===== config.mk =====
export PLATFORM = sky130hd
export DESIGN_NAME = step_control_flat
export DESIGN_NICKNAME = d
export VERILOG_FILES = /design/src/rtl/step_control_if.sv /design/src/rtl/step_control.sv /design/src/flat_wrapper.sv
export SDC_FILE = /design/constraint.sdc
export NUM_CORES = 1
export LEC_CHECK = 0
export CORE_MARGIN = 3
export CORE_UTILIZATION = 45
export CTS_CLUSTER_DIAMETER = 200
export CTS_CLUSTER_SIZE = 8
export DETAILED_ROUTE_END_ITERATION = 12
export HOLD_SLACK_MARGIN = 0.1
export PLACE_DENSITY = 0.87
export SYNTH_ARGS = -nofsm -noshare
export SYNTH_HDL_FRONTEND = slang
export SYNTH_SLANG_ARGS = --single-unit

===== constraint.sdc =====
create_clock -name CLK -period 1.8 [get_ports CLK]
set_clock_uncertainty 0.05 [all_clocks]
set_input_delay 0.18 -clock CLK [delete_from_list [all_inputs] [get_ports CLK]]
set_output_delay 0.18 -clock CLK [all_outputs]
set_load 0.02 [all_outputs]

===== src/rtl/step_control_if.sv =====
// Handshake bundle between the step controller, its step counter and the datapath.
// The master side is the controller; the slave side is counter/datapath/environment.
interface step_control_if #(
    parameter int L_COUNT = 3,
    parameter int N_REG   = 8,
    parameter int L_ICNT  = 16
);
    logic               RUN;
    logic [8:0]         DIN;
    logic [L_COUNT-1:0] TSTEP;
    logic               CNT_CLR;
    logic               IR_IN;
    logic [N_REG-1:0]   R_IN;
    logic [N_REG-1:0]   R_OUT;
    logic               A_IN;
    logic               G_IN;
    logic               G_OUT;
    logic               DIN_OUT;
    logic               ADDSUB;
    logic               DONE;
    logic               ERR;
    logic [L_ICNT-1:0]  ICNT;

    modport master (
        input  RUN, DIN, TSTEP,
        output CNT_CLR, IR_IN, R_IN, R_OUT, A_IN, G_IN, G_OUT, DIN_OUT,
               ADDSUB, DONE, ERR, ICNT
    );

    modport slave (
        output RUN, DIN, TSTEP,
        input  CNT_CLR, IR_IN, R_IN, R_OUT, A_IN, G_IN, G_OUT, DIN_OUT,
               ADDSUB, DONE, ERR, ICNT
    );
endinterface


===== src/rtl/step_control.sv =====
// Multi-cycle processor control: latches the instruction, decodes (IR, step) into strobes.
// Strobes are combinational from state/IR/TSTEP; RUN is only honoured in IDLE at step 0.
module step_control #(
    parameter int L_COUNT = 3,
    parameter int STOP    = 6,
    parameter int N_REG   = 8,
    parameter int L_ICNT  = 16
) (
    input  logic          CLK,
    input  logic          CLR,
    step_control_if.master bus
);
    localparam logic [0:0] IDLE   = 1'b0;
    localparam logic [0:0] ACTIVE = 1'b1;

    logic [0:0]        state;
    logic [8:0]        ir;
    logic              err;
    logic [L_ICNT-1:0] icnt;

    logic [2:0]       op;
    logic [2:0]       rx;
    logic [2:0]       ry;
    logic             cnt_clr;
    logic             ir_in;
    logic [N_REG-1:0] r_in;
    logic [N_REG-1:0] r_out;
    logic             a_in;
    logic             g_in;
    logic             g_out;
    logic             din_out;
    logic             addsub;
    logic             done;
    logic             fault;

    assign op = ir[8:6];
    assign rx = ir[5:3];
    assign ry = ir[2:0];

    always_comb begin
        cnt_clr = 1'b1;
        ir_in   = 1'b0;
        r_in    = '0;
        r_out   = '0;
        a_in    = 1'b0;
        g_in    = 1'b0;
        g_out   = 1'b0;
        din_out = 1'b0;
        addsub  = 1'b0;
        done    = 1'b0;
        fault   = 1'b0;
        if (state == IDLE) begin
            // A fetch needs the counter parked at step 0; otherwise keep clearing it.
            ir_in   = bus.RUN && (bus.TSTEP == '0);
            cnt_clr = ~ir_in;
        end else begin
            if (bus.TSTEP == L_COUNT'(STOP)) begin
                done  = 1'b1;
                fault = 1'b1;
            end else begin
                case (op)
                    3'b000: if (bus.TSTEP == L_COUNT'(1)) begin
                        r_out = N_REG'(1) << ry;
                        r_in  = N_REG'(1) << rx;
                        done  = 1'b1;
                    end
                    3'b001: if (bus.TSTEP == L_COUNT'(1)) begin
                        din_out = 1'b1;
                        r_in    = N_REG'(1) << rx;
                        done    = 1'b1;
                    end
                    3'b010, 3'b011: begin
                        if (bus.TSTEP == L_COUNT'(1)) begin
                            r_out = N_REG'(1) << rx;
                            a_in  = 1'b1;
                        end else if (bus.TSTEP == L_COUNT'(2)) begin
                            r_out  = N_REG'(1) << ry;
                            g_in   = 1'b1;
                            addsub = op[0];
                        end else if (bus.TSTEP == L_COUNT'(3)) begin
                            g_out = 1'b1;
                            r_in  = N_REG'(1) << rx;
                            done  = 1'b1;
                        end
                    end
                    default: if (bus.TSTEP == L_COUNT'(1)) begin
                        done  = 1'b1;
                        fault = 1'b1;
                    end
                endcase
            end
            cnt_clr = done;
        end
    end

    always_ff @(posedge CLK or negedge CLR) begin
        if (!CLR) begin
            state <= IDLE;
            ir    <= '0;
            err   <= 1'b0;
            icnt  <= '0;
        end else if (state == IDLE) begin
            if (ir_in) begin
                ir    <= bus.DIN;
                state <= ACTIVE;
            end
        end else if (done) begin
            state <= IDLE;
            icnt  <= icnt + L_ICNT'(1);
            if (fault) err <= 1'b1;
        end
    end

    assign bus.CNT_CLR = cnt_clr;
    assign bus.IR_IN   = ir_in;
    assign bus.R_IN    = r_in;
    assign bus.R_OUT   = r_out;
    assign bus.A_IN    = a_in;
    assign bus.G_IN    = g_in;
    assign bus.G_OUT   = g_out;
    assign bus.DIN_OUT = din_out;
    assign bus.ADDSUB  = addsub;
    assign bus.DONE    = done;
    assign bus.ERR     = err;
    assign bus.ICNT    = icnt;
endmodule

===== src/flat_wrapper.sv =====
// flat-port wrapper written by rule: the top's interface ports become plain ports
module step_control_flat 
#(
    parameter int L_COUNT = 3,
    parameter int STOP    = 6,
    parameter int N_REG   = 8,
    parameter int L_ICNT  = 16
)
  (CLK, CLR, bus_RUN, bus_DIN, bus_TSTEP, bus_CNT_CLR, bus_IR_IN, bus_R_IN, bus_R_OUT, bus_A_IN, bus_G_IN, bus_G_OUT, bus_DIN_OUT, bus_ADDSUB, bus_DONE, bus_ERR, bus_ICNT);
  step_control_if #(.L_COUNT(L_COUNT), .N_REG(N_REG), .L_ICNT(L_ICNT)) bus_i ();
  input  logic CLK;
  input  logic CLR;
  input wire logic [$bits(bus_i.RUN)-1:0] bus_RUN;
  input wire logic [$bits(bus_i.DIN)-1:0] bus_DIN;
  input wire logic [$bits(bus_i.TSTEP)-1:0] bus_TSTEP;
  output wire logic [$bits(bus_i.CNT_CLR)-1:0] bus_CNT_CLR;
  output wire logic [$bits(bus_i.IR_IN)-1:0] bus_IR_IN;
  output wire logic [$bits(bus_i.R_IN)-1:0] bus_R_IN;
  output wire logic [$bits(bus_i.R_OUT)-1:0] bus_R_OUT;
  output wire logic [$bits(bus_i.A_IN)-1:0] bus_A_IN;
  output wire logic [$bits(bus_i.G_IN)-1:0] bus_G_IN;
  output wire logic [$bits(bus_i.G_OUT)-1:0] bus_G_OUT;
  output wire logic [$bits(bus_i.DIN_OUT)-1:0] bus_DIN_OUT;
  output wire logic [$bits(bus_i.ADDSUB)-1:0] bus_ADDSUB;
  output wire logic [$bits(bus_i.DONE)-1:0] bus_DONE;
  output wire logic [$bits(bus_i.ERR)-1:0] bus_ERR;
  output wire logic [$bits(bus_i.ICNT)-1:0] bus_ICNT;
  assign bus_i.RUN = bus_RUN;
  assign bus_i.DIN = bus_DIN;
  assign bus_i.TSTEP = bus_TSTEP;
  assign bus_CNT_CLR = bus_i.CNT_CLR;
  assign bus_IR_IN = bus_i.IR_IN;
  assign bus_R_IN = bus_i.R_IN;
  assign bus_R_OUT = bus_i.R_OUT;
  assign bus_A_IN = bus_i.A_IN;
  assign bus_G_IN = bus_i.G_IN;
  assign bus_G_OUT = bus_i.G_OUT;
  assign bus_DIN_OUT = bus_i.DIN_OUT;
  assign bus_ADDSUB = bus_i.ADDSUB;
  assign bus_DONE = bus_i.DONE;
  assign bus_ERR = bus_i.ERR;
  assign bus_ICNT = bus_i.ICNT;
  step_control #(.L_COUNT(L_COUNT), .STOP(STOP), .N_REG(N_REG), .L_ICNT(L_ICNT)) u_core (.CLK(CLK), .CLR(CLR), .bus(bus_i));
endmodule

==> summary.md <==
| Metric | Value |
|---|---|
| Status | `finished, violations left` |
| Failing checks | `negative setup slack` |
| Number of global-route vias before repair | `1574` |
| Reg area | `678.2 um2` |
| P per Cell Area | `736.8 nW/um2` |
| Largest net degree at the start of global routing | `28` |
| First-pass GRT wire length | `7.155 mm` |
| Clock power frac | `12.8%` |
| Root Driver | `clkbuf_4` |
| DR pass1 iterations | `4` |
| Yosys reg bits | `27` |
| CP Data Required Time | `1570 ps` |
| Crit share post-route | `112.4%` |
| Clock network latency to the later pin of the worst-skew pair | `320 ps` |
| TritonCTS buffer count | `3` |
| Internal power | `0.001250 W` |
| Fin util | `78.79%` |
| Synthesized Nets | `181` |
| Asr flop ratio synth | `100.0%` |
| Antenna-violating nets left | `0` |
| Synthesized area per cell | `9.843 um2` |
| Chip height | `66.08 um` |
| Cells after synthesis | `165` |
| CP endpoint kind | `primary output` |
| Distinct cell type count after synthesis | `43` |
| Comb power frac | `42.6%` |
| Rows | `21` |
| GRT overflow | `0` |
| Post-synth EDFFs | `0` |
| Slew @ Worst Pin | `339.8 ps` |
| Placed cells | `290` |
| Core area | `3416 um2` |
| DR WL/cell | `15.15 um` |
| Arrival @ worst endpoint | `1790 ps` |
| Final min period | `2023 ps` |
| Seq pwr share | `44.6%` |
| Leakage | `1.121 nW` |
| Number of fill cells in the layout | `209` |
| Switch share | `36.94%` |
| Initial Utilization | `47.55%` |
| Slew headroom | `77.35%` |
| Layout area overhead | `65.72%` |
| Post-Layout Cell Count | `302` |
| Setup TNS | `-4377 ps` |
| IO Pins | `56` |
| Initial antenna violation count | `0` |
| Layout cells sized above 1 | `46.09%` |
| Cell Area, Synth | `1624 um2` |
| # hold bufs at CTS | `0` |
| Nets@finish | `273` |
| ANT cells | `0` |
| Commonest non-fill, non-tap cell in the layout | `buf_4` |
| Routability Congestion | `0.8090` |
| Vias | `1641` |
| Final hold vios | `0` |
| Final setup margin | `-222.9 ps` |
| Via/cell ratio | `5.434` |
| Die area | `4366 um2` |
| CTS Buffer Depth | `2` |
| Number of I/O port buffers | `55` |
| Peak Freq | `494.3 MHz` |
| Most frequent cells in the layout | `43 x buf_4, 28 x clkdlybuf4s50_1, 25 x dfrtp_1` |
| Max-cap violations | `0` |
| Finished Cell Area | `2691 um2` |
| H-tree levels | `1` |
| Clock slew seen by the registers of the worst setup and hold paths | `130 ps` |
| Final WL | `4.575 mm` |
| CTS tree | `built` |
| Fin. max-slew vios | `0` |
| Clock sinks | `27` |
| Main synth FF type | `dfrtp_1` |
| Setup violations, final | `32` |
| Post-DP Area | `2427 um2` |
| Worst slack at placement | `-804.8 ps` |
| RSZ-0062 raised after global routing | `yes` |
| Net load switching power | `0.0007325 W` |
| Post-DP HPWL | `3.023 mm` |
| Sequential-to-total area share from yosys stat | `41.60%` |
| Hold crit path type | `primary input to async pin` |
| YS warnings | `0` |
| Area of the multi-input gates | `1112 um2` |
| Critical Setup Path Class | `flip-flop to primary output` |
| Crit path max fanout | `5` |
| Detailed Route Iter0 Violations | `139` |
| Die X | `66.08 um` |
| Post-route DRC | `0` |
| Startpoint Class | `flip-flop` |
| Worst vdd ir | `0.5517 mV` |
| GRT Util Overall | `20.73%` |
==> worst paths after layout <==
| kind | end | startpoint | cells past startpoint | slack [ps] |
|---|---|---|---|---|
| max | bus_R_OUT[4] | u_core.ir[8] | 4 | -220 |
| min | u_core.bus.ICNT[13] | CLR | 2 | 170 |
| max reg2reg | u_core.bus.ICNT[8] | u_core.ir[8] | 8 | -180 |
| min reg2reg | u_core.bus.ERR | u_core.bus.ERR | 1 | 430 |
| max in group asynchronous | u_core.ir[7] | CLR | 2 | 1260 |
| min in group CLK | u_core.ir[4] | bus_DIN[4] | 2 | 410 |
==> cells in the mapped netlist, drive strengths merged (2+ instances only) <==
cell     n  area (um2)
nand3    7       35.03
a22oi    4       30.03
mux2    10       116.4
nor2    20       75.07
a32oi    2       17.52
xor2     4       35.03
xnor2   12       105.1
nor2b    6       45.04
dfrtp   27       675.7
a21oi    5       47.54
o32ai    2       17.52
and2     3       21.27
o22ai    4       25.02
nand2b   6       37.54
or3      2       12.51
clkbuf   5       22.52
or2b     2       15.01
inv      2       7.510
nor4b    2       17.52
nor3b    3       38.79
and3     5       31.28
o21ai    3       18.76
nor3     3       20.02
nand4    5       31.28
nand2   15       66.32
==> stage by stage <==
step | hold slack [ps] | power (W)
5_1_grt | 176.2 | 0.002099
4_1_cts | 175.3 | 0.001905
3_3_place_gp | 389.9 | 0.001553
2_1_floorplan | -165.6 | 0.001212
3_5_place_dp | 413.9 | 0.001566
6_report | 173.6 | 0.001983
==> state kept, by name (all words and copies together) (netlist names) <==
name,cells
u_core.bus.ICNT,16
u_core.bus.ERR,1
u_core.ir,9
u_core.state,1
==> layer usage <==
metal  GRT usage [%]  vias up  wire, um
met5               0        -         0
met4           4.822        0         7
met3           2.381        2       270
met2           35.92       74      2319
met1           27.63      795      1979
li1                -      770         -
==> power by group through the flow <==
stage          clock (W)  combinational (W)  sequential [W]
3_5_place_dp           0           0.000694        0.000872
4_1_cts         0.000261           0.000773        0.000870
6_report        0.000254           0.000844        0.000885
2_1_floorplan          0           0.000332        0.000880
3_3_place_gp           0           0.000686        0.000867
5_1_grt         0.000295           0.000900        0.000905
==> critical path: stages (launching register included) <==
cell	delay, ps
dfrtp_2	470
or2b_4	290
or3_1	370
a21oi_2	180
buf_4	170
==> logic make-up (layout without fill, tap and decap cells) <==
logic type / Yosys count / after routing / synth area share [%]
compound gates: 21 / 21 / 10.09
flops: 27 / 27 / 41.60
simple gates: 82 / 82 / 29.43
fa+ha+maj: 1 / 1 / 0.7703
mux: 10 / 10 / 7.165
xor+xnor: 16 / 16 / 8.628
buf+inv: 8 / 99 / 2.311
==> final cells by class <==
type | instances | share of cell area (%)
Timing Repair Buffer | 93 | 30.08
Tap cell | 46 | 2.139
Inverter | 2 | 0.2789
Clock buffer | 4 | 0.9763
Sequential cell | 27 | 25.20
Multi-Input combinational cell | 130 | 41.33
==> timing repair <==
item                                    in CTS  in global routing
setup buffers                                4                  4
gates resized for setup                    143                 36
pin swaps                                   12                 16
hold endpoints to repair                     0                  0
endpoints found under the setup margin      33                 35
Power figures use the tool's default switching activity.
==> variant 1 (same flow settings) <==
`L_ICNT` is set to 16 in 3 places; all go to 24.
--- a/src/rtl/step_control_if.sv
+++ b/src/rtl/step_control_if.sv
@@ -5,3 +5,3 @@
     parameter int N_REG   = 8,
-    parameter int L_ICNT  = 16
+    parameter int L_ICNT  = 24
 );
--- a/src/rtl/step_control.sv
+++ b/src/rtl/step_control.sv
@@ -6,3 +6,3 @@
     parameter int N_REG   = 8,
-    parameter int L_ICNT  = 16
+    parameter int L_ICNT  = 24
 ) (
--- a/src/flat_wrapper.sv
+++ b/src/flat_wrapper.sv
@@ -6,3 +6,3 @@
     parameter int N_REG   = 8,
-    parameter int L_ICNT  = 16
+    parameter int L_ICNT  = 24
 )
Ports: changed (resized bus_ICNT); port bits go from 56 to 64. No check against the original RTL was run, so the function may have changed too.
==> variant 1 against the unedited design <==
- the run still ends with negative setup slack left
- largest cell class unchanged
- cell area increased by 54%
- highest routed layer unchanged
- maximum frequency decreased by 14%
- register-to-register slack got worse by 0.36 ns
- combinational power increased by 39%
- worst setup slack got worse by 0.32 ns
- routed wire length increased by 140%
- sequential cell count increased by 8
- clock power increased by 140%
- first-iteration DRC count increased by 120%
- area after synthesis increased by 33%
- power increased by 44%
- count of clock-buffer cells in the layout increased by 3
- largest power group is now combinational cells
- non-clock buffer count increased by 48
==> variant 1: results (changes against the unedited design) <==
[route]
met2WireLength_mm = 5.501  ; +140%
wl_met3_um = 925  ; +240%
routed_wl_mm = 11.09  ; +140%
initialDrtViolationCount = 303  ; +120%
drc = 0  ; unchanged
firstDrtPassIters = 5  ; +1
post_drt_wl_per_cell_um = 27.11  ; +79%
wl_met1_mm = 4.048  ; +100%
vias = 2716  ; +66%

[outcome]
outcome = complete, but fails checks
failed_checks = negative setup slack

[cts]
cts_resized = 191  ; +34%
path_clk_slew_ns = 0.09  ; -0.04 ns
htreeDepth = 2  ; +1
root_buffer = clkbuf_8
cts_setup_buffers = 8  ; +4
cts_made_buffers = 5  ; +2

[place]
numPortBuffers = 63  ; +15%
dp.cells = 381  ; +31%
pre_cts_slack_ns = -0.9542  ; -0.1494 ns
gp_congestion = 0.8890  ; +9.9%
dp_hpwl_mm = 4.849  ; +60%
placed_area_um2 = 3324  ; +37%

[yosys]
synth_adder_area_share = 0.005807  ; -0.001897
ys_types = 47  ; +9.3%
syn_area_per_cell_um2 = 9.749  ; -0.95%
yosysWarnings = 0  ; unchanged
synth_mux_area_frac = 0.04181  ; -0.02984
syn_nets = 237  ; +31%
synth-xor-area-share = 0.09756  ; +0.01127
seq_area_frac_synth = 0.4065  ; -0.009521
synthTopCellsByCount = dfrtp_1 (35), xor2_1 (22), nand2_1 (20)

[global_route]
grt_use_met3 = 0.07877  ; +0.05496
grt_pass1_vias = 2587  ; +64%
grt_start_max_net_pins = 20  ; -29%
grt_util_met1 = 0.4138  ; +0.1375
use_met2 = 0.5619  ; +0.2027
grt_usage = 0.3321  ; +0.1248
grt_pass1_wl_mm = 13.86  ; +94%

[timing]
tns_ns = -18.45  ; -14.07 ns
hold_ws_ns = 0.2055  ; +0.03185 ns
setup_viol = 47  ; +47%
worst_slack_ns = -0.5417  ; -0.3187 ns

[critical_path]
worstReg2RegEnd = u_core.bus.ICNT[18]
cp_max_fo = 6  ; +1
worstRegToRegCells = 9  ; +1
critical_path.max_stage_delay_ns = 0.45  ; -0.02 ns
path_class = reg2reg
endpoint = u_core.bus.ICNT[18]
arrival_ns = 2.52  ; +0.73 ns
r2r_start = u_core.ir[7]
cpMaxStageDelayCell = dfrtp_1
cp_top_family = buffers and inverters

[pwr]
sw_frac_of_total = 0.3844  ; +0.01502
leakage_nw = 1.694  ; +51%
ir_drop_uv = 836.1  ; +52%

[cells_and_area]
largest_register_ffs = 24  ; +8
nNetsFinal = 372  ; +36%
n_fill_cell = 151  ; -28%
drive_gt1_frac = 0.5546  ; +0.09368

[variant 1: changes by cell type after synthesis, sizes merged, moves of 7 or more]
cell	change
xor2	+18
xnor2	-10
buf	+7
dfrtp	+8
a211oi	+10
a2111oi	+7
[variant 1: area by class of cell]
type | instances | area (um2) | area share
multi-input combinational | 169 | 1730 | 0.4186
sequential | 35 | 883.3 | 0.2137
clock inverter | 1 | 5.005 | 0.001211
clock buffer | 7 | 86.33 | 0.02088
timing repair buffer | 141 | 1349 | 0.3263
inverter | 4 | 15.01 | 0.003632
tap | 52 | 65.06 | 0.01574
[variant 1: power groups by stage]
stage	logic [mW]	clock network [mW]	registers, mW
after global placement	0.853	0	1.02
after global routing	1.22	0.642	1.07
after floorplan	0.337	0	1.05
after CTS	1.00	0.592	1.02
final	1.17	0.617	1.07
after detailed placement	0.859	0	1.03
[variant 1: kinds of logic after synthesis]
family / Yosys count
compound gates: 45
xor+xnor: 24
fa+ha+maj: 1
buf+inv: 17
flops: 35
mux: 8
simple gates: 91
